--- config.mk ---
export PLATFORM = sky130hd
export DESIGN_NAME = mem_port_arbiter_flat
export DESIGN_NICKNAME = d
export VERILOG_FILES = /design/src/rtl/mem_port_arbiter_if.sv /design/src/rtl/mem_port_arbiter.sv /design/src/flat_wrapper.sv
export SDC_FILE = /design/constraint.sdc
export NUM_CORES = 1
export LEC_CHECK = 0
export BUFFER_PORTS_ARGS = -buffer_cell sky130_fd_sc_hd__buf_2
export CAP_MARGIN = 15
export CORE_AREA = 2 2 158 160
export DETAILED_ROUTE_END_ITERATION = 7
export DIE_AREA = 0 0 160 162
export GPL_TIMING_DRIVEN = 0
export SYNTH_ARGS = -nofsm -noshare
export SYNTH_HDL_FRONTEND = slang
export SYNTH_SLANG_ARGS = --single-unit
export TNS_END_PERCENT = 30
--- constraint.sdc ---
create_clock -name clk -period 2.3 [get_ports clk]
set_input_delay 0.23 -clock clk [delete_from_list [all_inputs] [get_ports clk]]
set_output_delay 0.23 -clock clk [all_outputs]
set_load 0.1 [all_outputs]
--- src/rtl/mem_port_arbiter_if.sv ---
// mem_port_arbiter_if -- bundle of every client and memory handshake signal
// around the two-client memory port arbiter.
//
// Signals:
//   c0_*/c1_*   : per-client write channel (in_addr/in_data/in_valid/in_ready)
//                 and read channel (out_addr/out_valid/out_data/out_ready)
//   main_mem_*  : downstream memory write channel (main_mem_in_*) and read
//                 channel (main_mem_out_*)
// Modports:
//   master : the arbiter's view (drives client readies/read data and the
//            downstream request side)
//   slave  : the environment's view (clients plus memory)
interface mem_port_arbiter_if #(
  parameter int ADDR_W = 32,
  parameter int DATA_W = 32
);
  logic [ADDR_W-1:0] c0_in_addr;
  logic [DATA_W-1:0] c0_in_data;
  logic              c0_in_valid;
  logic              c0_in_ready;
  logic [ADDR_W-1:0] c0_out_addr;
  logic              c0_out_valid;
  logic [DATA_W-1:0] c0_out_data;
  logic              c0_out_ready;

  logic [ADDR_W-1:0] c1_in_addr;
  logic [DATA_W-1:0] c1_in_data;
  logic              c1_in_valid;
  logic              c1_in_ready;
  logic [ADDR_W-1:0] c1_out_addr;
  logic              c1_out_valid;
  logic [DATA_W-1:0] c1_out_data;
  logic              c1_out_ready;

  logic [ADDR_W-1:0] main_mem_in_addr;
  logic [DATA_W-1:0] main_mem_in_data;
  logic              main_mem_in_valid;
  logic              main_mem_in_ready;
  logic [ADDR_W-1:0] main_mem_out_addr;
  logic              main_mem_out_valid;
  logic [DATA_W-1:0] main_mem_out_data;
  logic              main_mem_out_ready;

  modport master (
    input  c0_in_addr, c0_in_data, c0_in_valid, c0_out_addr, c0_out_valid,
    output c0_in_ready, c0_out_data, c0_out_ready,
    input  c1_in_addr, c1_in_data, c1_in_valid, c1_out_addr, c1_out_valid,
    output c1_in_ready, c1_out_data, c1_out_ready,
    output main_mem_in_addr, main_mem_in_data, main_mem_in_valid,
    input  main_mem_in_ready,
    output main_mem_out_addr, main_mem_out_valid,
    input  main_mem_out_data, main_mem_out_ready
  );

  modport slave (
    output c0_in_addr, c0_in_data, c0_in_valid, c0_out_addr, c0_out_valid,
    input  c0_in_ready, c0_out_data, c0_out_ready,
    output c1_in_addr, c1_in_data, c1_in_valid, c1_out_addr, c1_out_valid,
    input  c1_in_ready, c1_out_data, c1_out_ready,
    input  main_mem_in_addr, main_mem_in_data, main_mem_in_valid,
    output main_mem_in_ready,
    input  main_mem_out_addr, main_mem_out_valid,
    output main_mem_out_data, main_mem_out_ready
  );
endinterface

--- src/rtl/mem_port_arbiter.sv ---
// mem_port_arbiter -- shares one memory port (write + read channel) between
// two clients. One transfer is granted at a time; a client's write is served
// before its own read.
//
// Ports:
//   clk      : clock, all state changes on rising edge
//   reset    : synchronous active-high reset
//   bus      : mem_port_arbiter_if.master, client and memory handshakes
//   busy     : a transfer is currently granted
//   grant_id : index of the granted client (registered)
//
// Configuration:
//   MEM_ARB_ROUND_ROBIN_EN defined   -> round-robin between simultaneous
//                                       requesters (1-bit priority pointer)
//   MEM_ARB_ROUND_ROBIN_EN undefined -> fixed priority, client 0 wins
module mem_port_arbiter #(
  parameter int ADDR_W = 32,
  parameter int DATA_W = 32
) (
  input  logic                clk,
  input  logic                reset,
  mem_port_arbiter_if.master  bus,
  output logic                busy,
  output logic                grant_id
);

  typedef enum logic [1:0] {IDLE, GRANT_WR, GRANT_RD} state_t;

  state_t state_reg, state_next;
  logic   grant_reg, grant_next;

  logic [1:0]        in_valid, out_valid, req, in_ready, out_ready;
  logic [ADDR_W-1:0] in_addr  [2];
  logic [ADDR_W-1:0] out_addr [2];
  logic [DATA_W-1:0] in_data  [2];
  logic              prio, winner;

  logic              mm_in_valid, mm_out_valid;
  logic [ADDR_W-1:0] mm_in_addr, mm_out_addr;
  logic [DATA_W-1:0] mm_in_data;

  assign in_valid    = {bus.c1_in_valid, bus.c0_in_valid};
  assign out_valid   = {bus.c1_out_valid, bus.c0_out_valid};
  assign in_addr[0]  = bus.c0_in_addr;
  assign in_addr[1]  = bus.c1_in_addr;
  assign in_data[0]  = bus.c0_in_data;
  assign in_data[1]  = bus.c1_in_data;
  assign out_addr[0] = bus.c0_out_addr;
  assign out_addr[1] = bus.c1_out_addr;

  genvar gi;
  generate
    for (gi = 0; gi < 2; gi++) begin : g_client
      assign req[gi]       = in_valid[gi] | out_valid[gi];
      // Only the granted channel sees the memory's ready.
      assign in_ready[gi]  = (state_reg == GRANT_WR) && (grant_reg == 1'(gi))
                             && bus.main_mem_in_ready;
      assign out_ready[gi] = (state_reg == GRANT_RD) && (grant_reg == 1'(gi))
                             && bus.main_mem_out_ready;
    end
  endgenerate

`ifdef MEM_ARB_ROUND_ROBIN_EN
  // ptr_reg names the client that wins the next contention.
  logic ptr_reg, ptr_next;
  assign prio = ptr_reg;
`else
  assign prio = 1'b0;
`endif

  // With a single requester it wins outright; with two, prio decides.
  assign winner = (req[0] && req[1]) ? prio : req[1];

  always_ff @(posedge clk) begin
    if (reset) begin
      state_reg <= IDLE;
      grant_reg <= 1'b0;
`ifdef MEM_ARB_ROUND_ROBIN_EN
      ptr_reg   <= 1'b0;
`endif
    end else begin
      state_reg <= state_next;
      grant_reg <= grant_next;
`ifdef MEM_ARB_ROUND_ROBIN_EN
      ptr_reg   <= ptr_next;
`endif
    end
  end

  always_comb begin
    state_next   = state_reg;
    grant_next   = grant_reg;
`ifdef MEM_ARB_ROUND_ROBIN_EN
    ptr_next     = ptr_reg;
`endif
    mm_in_valid  = 1'b0;
    mm_in_addr   = '0;
    mm_in_data   = '0;
    mm_out_valid = 1'b0;
    mm_out_addr  = '0;

    case (state_reg)
      IDLE: begin
        if (|req) begin
          grant_next = winner;
          state_next = in_valid[winner] ? GRANT_WR : GRANT_RD;
`ifdef MEM_ARB_ROUND_ROBIN_EN
          ptr_next   = ~winner;
`endif
        end
      end
      GRANT_WR: begin
        mm_in_valid = in_valid[grant_reg];
        mm_in_addr  = in_addr[grant_reg];
        mm_in_data  = in_data[grant_reg];
        // Completion or abort (client dropped valid) both return to IDLE.
        if (!in_valid[grant_reg] || bus.main_mem_in_ready) state_next = IDLE;
      end
      GRANT_RD: begin
        mm_out_valid = out_valid[grant_reg];
        mm_out_addr  = out_addr[grant_reg];
        if (!out_valid[grant_reg] || bus.main_mem_out_ready) state_next = IDLE;
      end
      default: state_next = IDLE;
    endcase
  end

  assign bus.main_mem_in_valid  = mm_in_valid;
  assign bus.main_mem_in_addr   = mm_in_addr;
  assign bus.main_mem_in_data   = mm_in_data;
  assign bus.main_mem_out_valid = mm_out_valid;
  assign bus.main_mem_out_addr  = mm_out_addr;

  assign bus.c0_in_ready  = in_ready[0];
  assign bus.c1_in_ready  = in_ready[1];
  assign bus.c0_out_ready = out_ready[0];
  assign bus.c1_out_ready = out_ready[1];
  assign bus.c0_out_data  = bus.main_mem_out_data;
  assign bus.c1_out_data  = bus.main_mem_out_data;

  assign busy     = (state_reg != IDLE);
  assign grant_id = grant_reg;

endmodule

--- src/flat_wrapper.sv ---
// flat-port wrapper written by rule: the top's interface ports become plain ports
module mem_port_arbiter_flat 
#(
  parameter int ADDR_W = 32,
  parameter int DATA_W = 32
)
  (clk, reset, busy, grant_id, bus_c0_in_addr, bus_c0_in_data, bus_c0_in_valid, bus_c0_out_addr, bus_c0_out_valid, bus_c0_in_ready, bus_c0_out_data, bus_c0_out_ready, bus_c1_in_addr, bus_c1_in_data, bus_c1_in_valid, bus_c1_out_addr, bus_c1_out_valid, bus_c1_in_ready, bus_c1_out_data, bus_c1_out_ready, bus_main_mem_in_addr, bus_main_mem_in_data, bus_main_mem_in_valid, bus_main_mem_in_ready, bus_main_mem_out_addr, bus_main_mem_out_valid, bus_main_mem_out_data, bus_main_mem_out_ready);
  mem_port_arbiter_if #(.ADDR_W(ADDR_W), .DATA_W(DATA_W)) bus_i ();
  input  logic clk;
  input  logic reset;
  output logic busy;
  output logic grant_id;
  input wire logic [$bits(bus_i.c0_in_addr)-1:0] bus_c0_in_addr;
  input wire logic [$bits(bus_i.c0_in_data)-1:0] bus_c0_in_data;
  input wire logic [$bits(bus_i.c0_in_valid)-1:0] bus_c0_in_valid;
  input wire logic [$bits(bus_i.c0_out_addr)-1:0] bus_c0_out_addr;
  input wire logic [$bits(bus_i.c0_out_valid)-1:0] bus_c0_out_valid;
  output wire logic [$bits(bus_i.c0_in_ready)-1:0] bus_c0_in_ready;
  output wire logic [$bits(bus_i.c0_out_data)-1:0] bus_c0_out_data;
  output wire logic [$bits(bus_i.c0_out_ready)-1:0] bus_c0_out_ready;
  input wire logic [$bits(bus_i.c1_in_addr)-1:0] bus_c1_in_addr;
  input wire logic [$bits(bus_i.c1_in_data)-1:0] bus_c1_in_data;
  input wire logic [$bits(bus_i.c1_in_valid)-1:0] bus_c1_in_valid;
  input wire logic [$bits(bus_i.c1_out_addr)-1:0] bus_c1_out_addr;
  input wire logic [$bits(bus_i.c1_out_valid)-1:0] bus_c1_out_valid;
  output wire logic [$bits(bus_i.c1_in_ready)-1:0] bus_c1_in_ready;
  output wire logic [$bits(bus_i.c1_out_data)-1:0] bus_c1_out_data;
  output wire logic [$bits(bus_i.c1_out_ready)-1:0] bus_c1_out_ready;
  output wire logic [$bits(bus_i.main_mem_in_addr)-1:0] bus_main_mem_in_addr;
  output wire logic [$bits(bus_i.main_mem_in_data)-1:0] bus_main_mem_in_data;
  output wire logic [$bits(bus_i.main_mem_in_valid)-1:0] bus_main_mem_in_valid;
  input wire logic [$bits(bus_i.main_mem_in_ready)-1:0] bus_main_mem_in_ready;
  output wire logic [$bits(bus_i.main_mem_out_addr)-1:0] bus_main_mem_out_addr;
  output wire logic [$bits(bus_i.main_mem_out_valid)-1:0] bus_main_mem_out_valid;
  input wire logic [$bits(bus_i.main_mem_out_data)-1:0] bus_main_mem_out_data;
  input wire logic [$bits(bus_i.main_mem_out_ready)-1:0] bus_main_mem_out_ready;
  assign bus_i.c0_in_addr = bus_c0_in_addr;
  assign bus_i.c0_in_data = bus_c0_in_data;
  assign bus_i.c0_in_valid = bus_c0_in_valid;
  assign bus_i.c0_out_addr = bus_c0_out_addr;
  assign bus_i.c0_out_valid = bus_c0_out_valid;
  assign bus_c0_in_ready = bus_i.c0_in_ready;
  assign bus_c0_out_data = bus_i.c0_out_data;
  assign bus_c0_out_ready = bus_i.c0_out_ready;
  assign bus_i.c1_in_addr = bus_c1_in_addr;
  assign bus_i.c1_in_data = bus_c1_in_data;
  assign bus_i.c1_in_valid = bus_c1_in_valid;
  assign bus_i.c1_out_addr = bus_c1_out_addr;
  assign bus_i.c1_out_valid = bus_c1_out_valid;
  assign bus_c1_in_ready = bus_i.c1_in_ready;
  assign bus_c1_out_data = bus_i.c1_out_data;
  assign bus_c1_out_ready = bus_i.c1_out_ready;
  assign bus_main_mem_in_addr = bus_i.main_mem_in_addr;
  assign bus_main_mem_in_data = bus_i.main_mem_in_data;
  assign bus_main_mem_in_valid = bus_i.main_mem_in_valid;
  assign bus_i.main_mem_in_ready = bus_main_mem_in_ready;
  assign bus_main_mem_out_addr = bus_i.main_mem_out_addr;
  assign bus_main_mem_out_valid = bus_i.main_mem_out_valid;
  assign bus_i.main_mem_out_data = bus_main_mem_out_data;
  assign bus_i.main_mem_out_ready = bus_main_mem_out_ready;
  mem_port_arbiter #(.ADDR_W(ADDR_W), .DATA_W(DATA_W)) u_core (.clk(clk), .reset(reset), .bus(bus_i), .busy(busy), .grant_id(grant_id));
endmodule
Word-level counts from Yosys, hierarchy flattened --
Index checks and enable logic that the tools add are counted. Widths: inputs -> output; s select.
Operators by class: order comparisons 3, eq/ne operators 5, multiplexer cells 26, bitwise operators 4, reduce and logical (&&, ||, !) cells 18
Operators with widths (count):
- $mux 32 | 12
- $logic_and 1x1->1 | 9
- $mux 1 | 9
- $mux 2 | 4
- $pmux 2 s3 | 1
- $lt 1x2->1 const B | 2
- $ne 2x2->1 const B | 2
- $reduce_and 3->1 | 1
- $eq 2x1->1 const B | 1
- $eq 2x2->1 const B | 1
- $ge 2x2->1 const B | 1
- $logic_not 1->1 | 2
- $logic_not 2->1 | 1
- $logic_or 1x1->1 | 2
- $ne 2x1->1 const B | 1
- $not 1->2 | 1
- $or 1x1->1 | 2
- $reduce_and 2->1 | 1
- $reduce_bool 2->1 | 1
- $reduce_or 2->1 | 1
- $not 1->1 | 1
Storage, ports and cells: register bits after elaboration 3, input port bits 232, output and inout port bits 168, logic and storage cells 58

Logic depth before layout (Yosys ltp) --
depth in word-level cells 8, gate-level depth with buffers 5, gate-level depth less buffers 3

Worst setup path before layout --
No wires, ideal clock.
path kind register to output, from register u_core.grant_reg (netlist: u_core.grant_id), to output port bus_main_mem_in_addr[23], arrival time 2508 ps, required time 2070 ps, path slack -438 ps, stages on the path, launching flop included 6, buffers on the path 2, cell sequence dfxtp_1 > inv_1 > nor2_1 > buf_4 > buf_2 > a22o_1
Between the ends: cells in the longest elaborated chain, start to end 5
Ends and longest elaborated chain:
- from (decl) | line mem_port_arbiter.sv:30 | logic grant_reg, grant_next;
- from (signal assigned) | line mem_port_arbiter.sv:83 | grant_reg <= grant_next;
- $not 1->2 (not written as such) | line mem_port_arbiter.sv:114 | mm_in_addr = in_addr[grant_reg];
- $mux 32 (not written as such) (3 in a row) | line mem_port_arbiter.sv:114
- $mux 32 | line mem_port_arbiter.sv:102 | case (state_reg)
- to (decl) | line flat_wrapper.sv:29 | output wire logic [$bits(bus_i.main_mem_in_addr)-1:0] bus_main_mem_in_addr;
No other way between the ends. The select of a mux whose other input is x is not followed.

Final worst setup path --
from register u_core.state_reg[0], to output port bus_main_mem_out_addr[8]
Between the ends: cells in the longest elaborated chain, start to end 2
Ends and longest elaborated chain:
- from (decl) | line mem_port_arbiter.sv:29 | state_t state_reg, state_next;
- from (signal assigned) | line mem_port_arbiter.sv:82 | state_reg <= state_next;
- $eq 2x2->1 | line mem_port_arbiter.sv:102
- $mux 32 | line mem_port_arbiter.sv:102
- to (decl) | line flat_wrapper.sv:33 | output wire logic [$bits(bus_i.main_mem_out_addr)-1:0] bus_main_mem_out_addr;
No other way between the ends.

==> key figures <==
Outcome
  – Status: completed

Drt
  – Detailed Route Iter0 Violations: 105
  – Met1 WL: 4460 um
  – Post-Route WL: 11500 um
  – Remaining antenna violation count: 0
  – Met2 WL: 6000 um
  – Detailed-route wire length per cell: 12.7 um
  – Vias per std cell: 3.39
  – Via count: 3077
  – Pre-Repair DR Iteration Count: 4
  – Drt drc: 0
  – Met3 Wirelength: 1060 um
  – Uppermost layer routed: met4

Power and ir drop
  – Leak Pwr: 2.45 nW
  – Peak VDD IR: 160 uV
  – PD cells: 562 nW/um^2
  – Total power: 0.00236 W

Cells and area
  – Max FFs per register: 2
  – N_diodes: 0
  – # nets final: 816
  – P&R area growth vs syn: 156%
  – Layout cells sized above 1: 83.5%

Yosys
  – Most common cell in the synthesized netlist: a22o_1
  – Async S/R FF share, synth: 0%
  – Top cells by instance count after synthesis: 97 x a22o_1, 65 x buf_4, 15 x buf_2, 6 x nor2_1
  – Syn. warnings: 0
  – Syn Inst Count: 212
  – Sequential-to-total area share from yosys stat: 3.65%
  – Post-synth top area cell: a22o_1
  – Yosys reg bits: 3
  – Synth Flop Type: dfxtp_1
  – Post-synth EDFFs: 0
  – Cell Area, Synth: 1650 um^2
  – Top post-synthesis cells by area: a22o_1 52%, buf_4 30%, buf_2 4.6%, dfxtp_1 3.7%, and2_1 1.5%
  – Unique masters post-synth: 17
  – Syn nets: 444
  – Mapped Avg Cell Area: 7.76 um^2
  – Area share of the leading cell type in the synthesized netlist: 51.6%

Floorplanning
  – Core area: 24100 um^2
  – Row count: 57
  – # IOs: 400
  – Initial core utilization: 6.83%
  – Floorplan die height: 162 um
  – Chip width: 160 um
  – Die area: 25900 um^2

Clock tree
  – Clk pin slew, worst setup/hold paths: 0.03 ns
  – Hold buffers post-CTS: 0
  – Worst-Skew Late Latency: 0.22 ns
  – Post-CTS Setup Bufs: 0
  – Cts repair resizes: 51
  – Number of CTS-inserted buffers: 3
  – Root buffer cell: clkbuf_16
  – CTS H-tree lvls: 1
  – CTS Buffer Depth: 2
  – Sink Count: 3
  – CTS tree: yes

Global route
  – GRT Total Usage: 7.72%
  – Initial antenna violation count: 0
  – Number of global-route vias before repair: 2879
  – Largest net degree at the start of global routing: 11
  – First-pass GRT wire length: 15700 um
  – Grt total ovfl: 0

Placement
  – Dpl ws: -0.169 ns
  – RD Place Congestion: 0.771
  – Port bufs: 367
  – DP HPWL: 10200 um

Critical path
  – Worst Path Arrival: 1.93 ns
  – Largest fanout on the critical path: 10
  – Kind of critical path: reg -> out
  – Flop2flop setup slack: 1.18 ns
  – Startpoint Class: flop
  – CP Capture Type: output port
  – Worst EP required: 2.07 ns

Min path
  – Tightest Hold Check Type: in -> reg

Timing
  – Tightest Pin Transition: 0.530 ns
  – Setup ws final: 0.140 ns
  – Final Hold Fails: 0
  – Fin. max-slew vios: 0
  – RSZ-0062 raised after global routing: no
  – Period utilisation layout: 93.9%
  – Headroom to the max-slew limit: 64.9%
  – Fmax: 463 MHz
  – Final setup violation count: 0
  – Clk_skew: 0.00145 ns
  – Crit path time final: 2.16 ns

Job
  – Max-Cap Viols: 0
[path summary, 6_finish.rpt]
| kind | startpoint | endpoint | cells after the start |
|---|---|---|---|
| min | reset | u_core.grant_id | 2 |
| max | u_core.state_reg[0] | bus_main_mem_out_addr[8] | 5 |
| min reg2reg | u_core.state_reg[0] | u_core.state_reg[1] | 3 |
| max reg2reg | u_core.state_reg[0] | u_core.state_reg[1] | 3 |
[cell usage in the layout (no fill, tap or decap), drive strengths merged]
cell and n:
or3 2, buf 433, a22o 97, and2 4, clkbuf 22, nor2b 2
dfxtp 3, nor2 6, nand2b 2, o21a 1, o21ai 3, mux2i 2
inv 2, a211oi 1, a21oi 2, nor3 1
[power breakdown]
part,internal [W],switching (W)
sequential,0.0000574,0.00000675
combinational,0.000467,0.00155
clock,0.000229,0.0000491
total,0.000753,0.00161
[cell type report]
type,instances,area [um^2]
timing repair buffer,367,2010
inverter,2,7.51
fill,2743,19900
sequential,3,61.3
clock buffer,4,78.8
buffer,84,588
multi-input combinational,123,1060
tap,324,405
[through the flow]
stage / cells / setup TNS (ns) / utilization, % / instance area, um^2 / hold slack, ns
after CTS: 907 / -0.0711 / 17.2 / 4140 / 0.201
final: 907 / 0 / 17.5 / 4210 / 0.206
after global placement: 903 / -2.79 / 16.3 / 3930 / 0.433
after global routing: 907 / 0 / 17.5 / 4210 / 0.219
after floorplan: 212 / -1.49 / - / 1690 / 0.295
after detailed placement: 903 / -4.58 / 16.3 / 3930 / 0.433
[metal layers]
metal | track usage (%) | vias up
met1 | 8.95 | 1366
li1 | - | 1500
met5 | 0 | -
met4 | 0.655 | 0
met2 | 14.7 | 207
met3 | 2.04 | 4
[cell families after synthesis]
| kind of cell | synth area share (%) |
|---|---|
| AOI/OAI and AO/OA | 54.1 |
| buffers and inverters | 35.6 |
| DFF | 3.65 |
| muxes | 1.22 |
| and+or+nand+nor | 5.47 |
[worst max-delay path: stages, from the launching register on]
cell      delay [ns]
dfxtp_1         0.32
nand2b_1        0.22
nor2_2          0.28
buf_2           0.29
a22o_1          0.17
buf_2           0.42
Note: power is estimated with default switching activity, not from simulation.
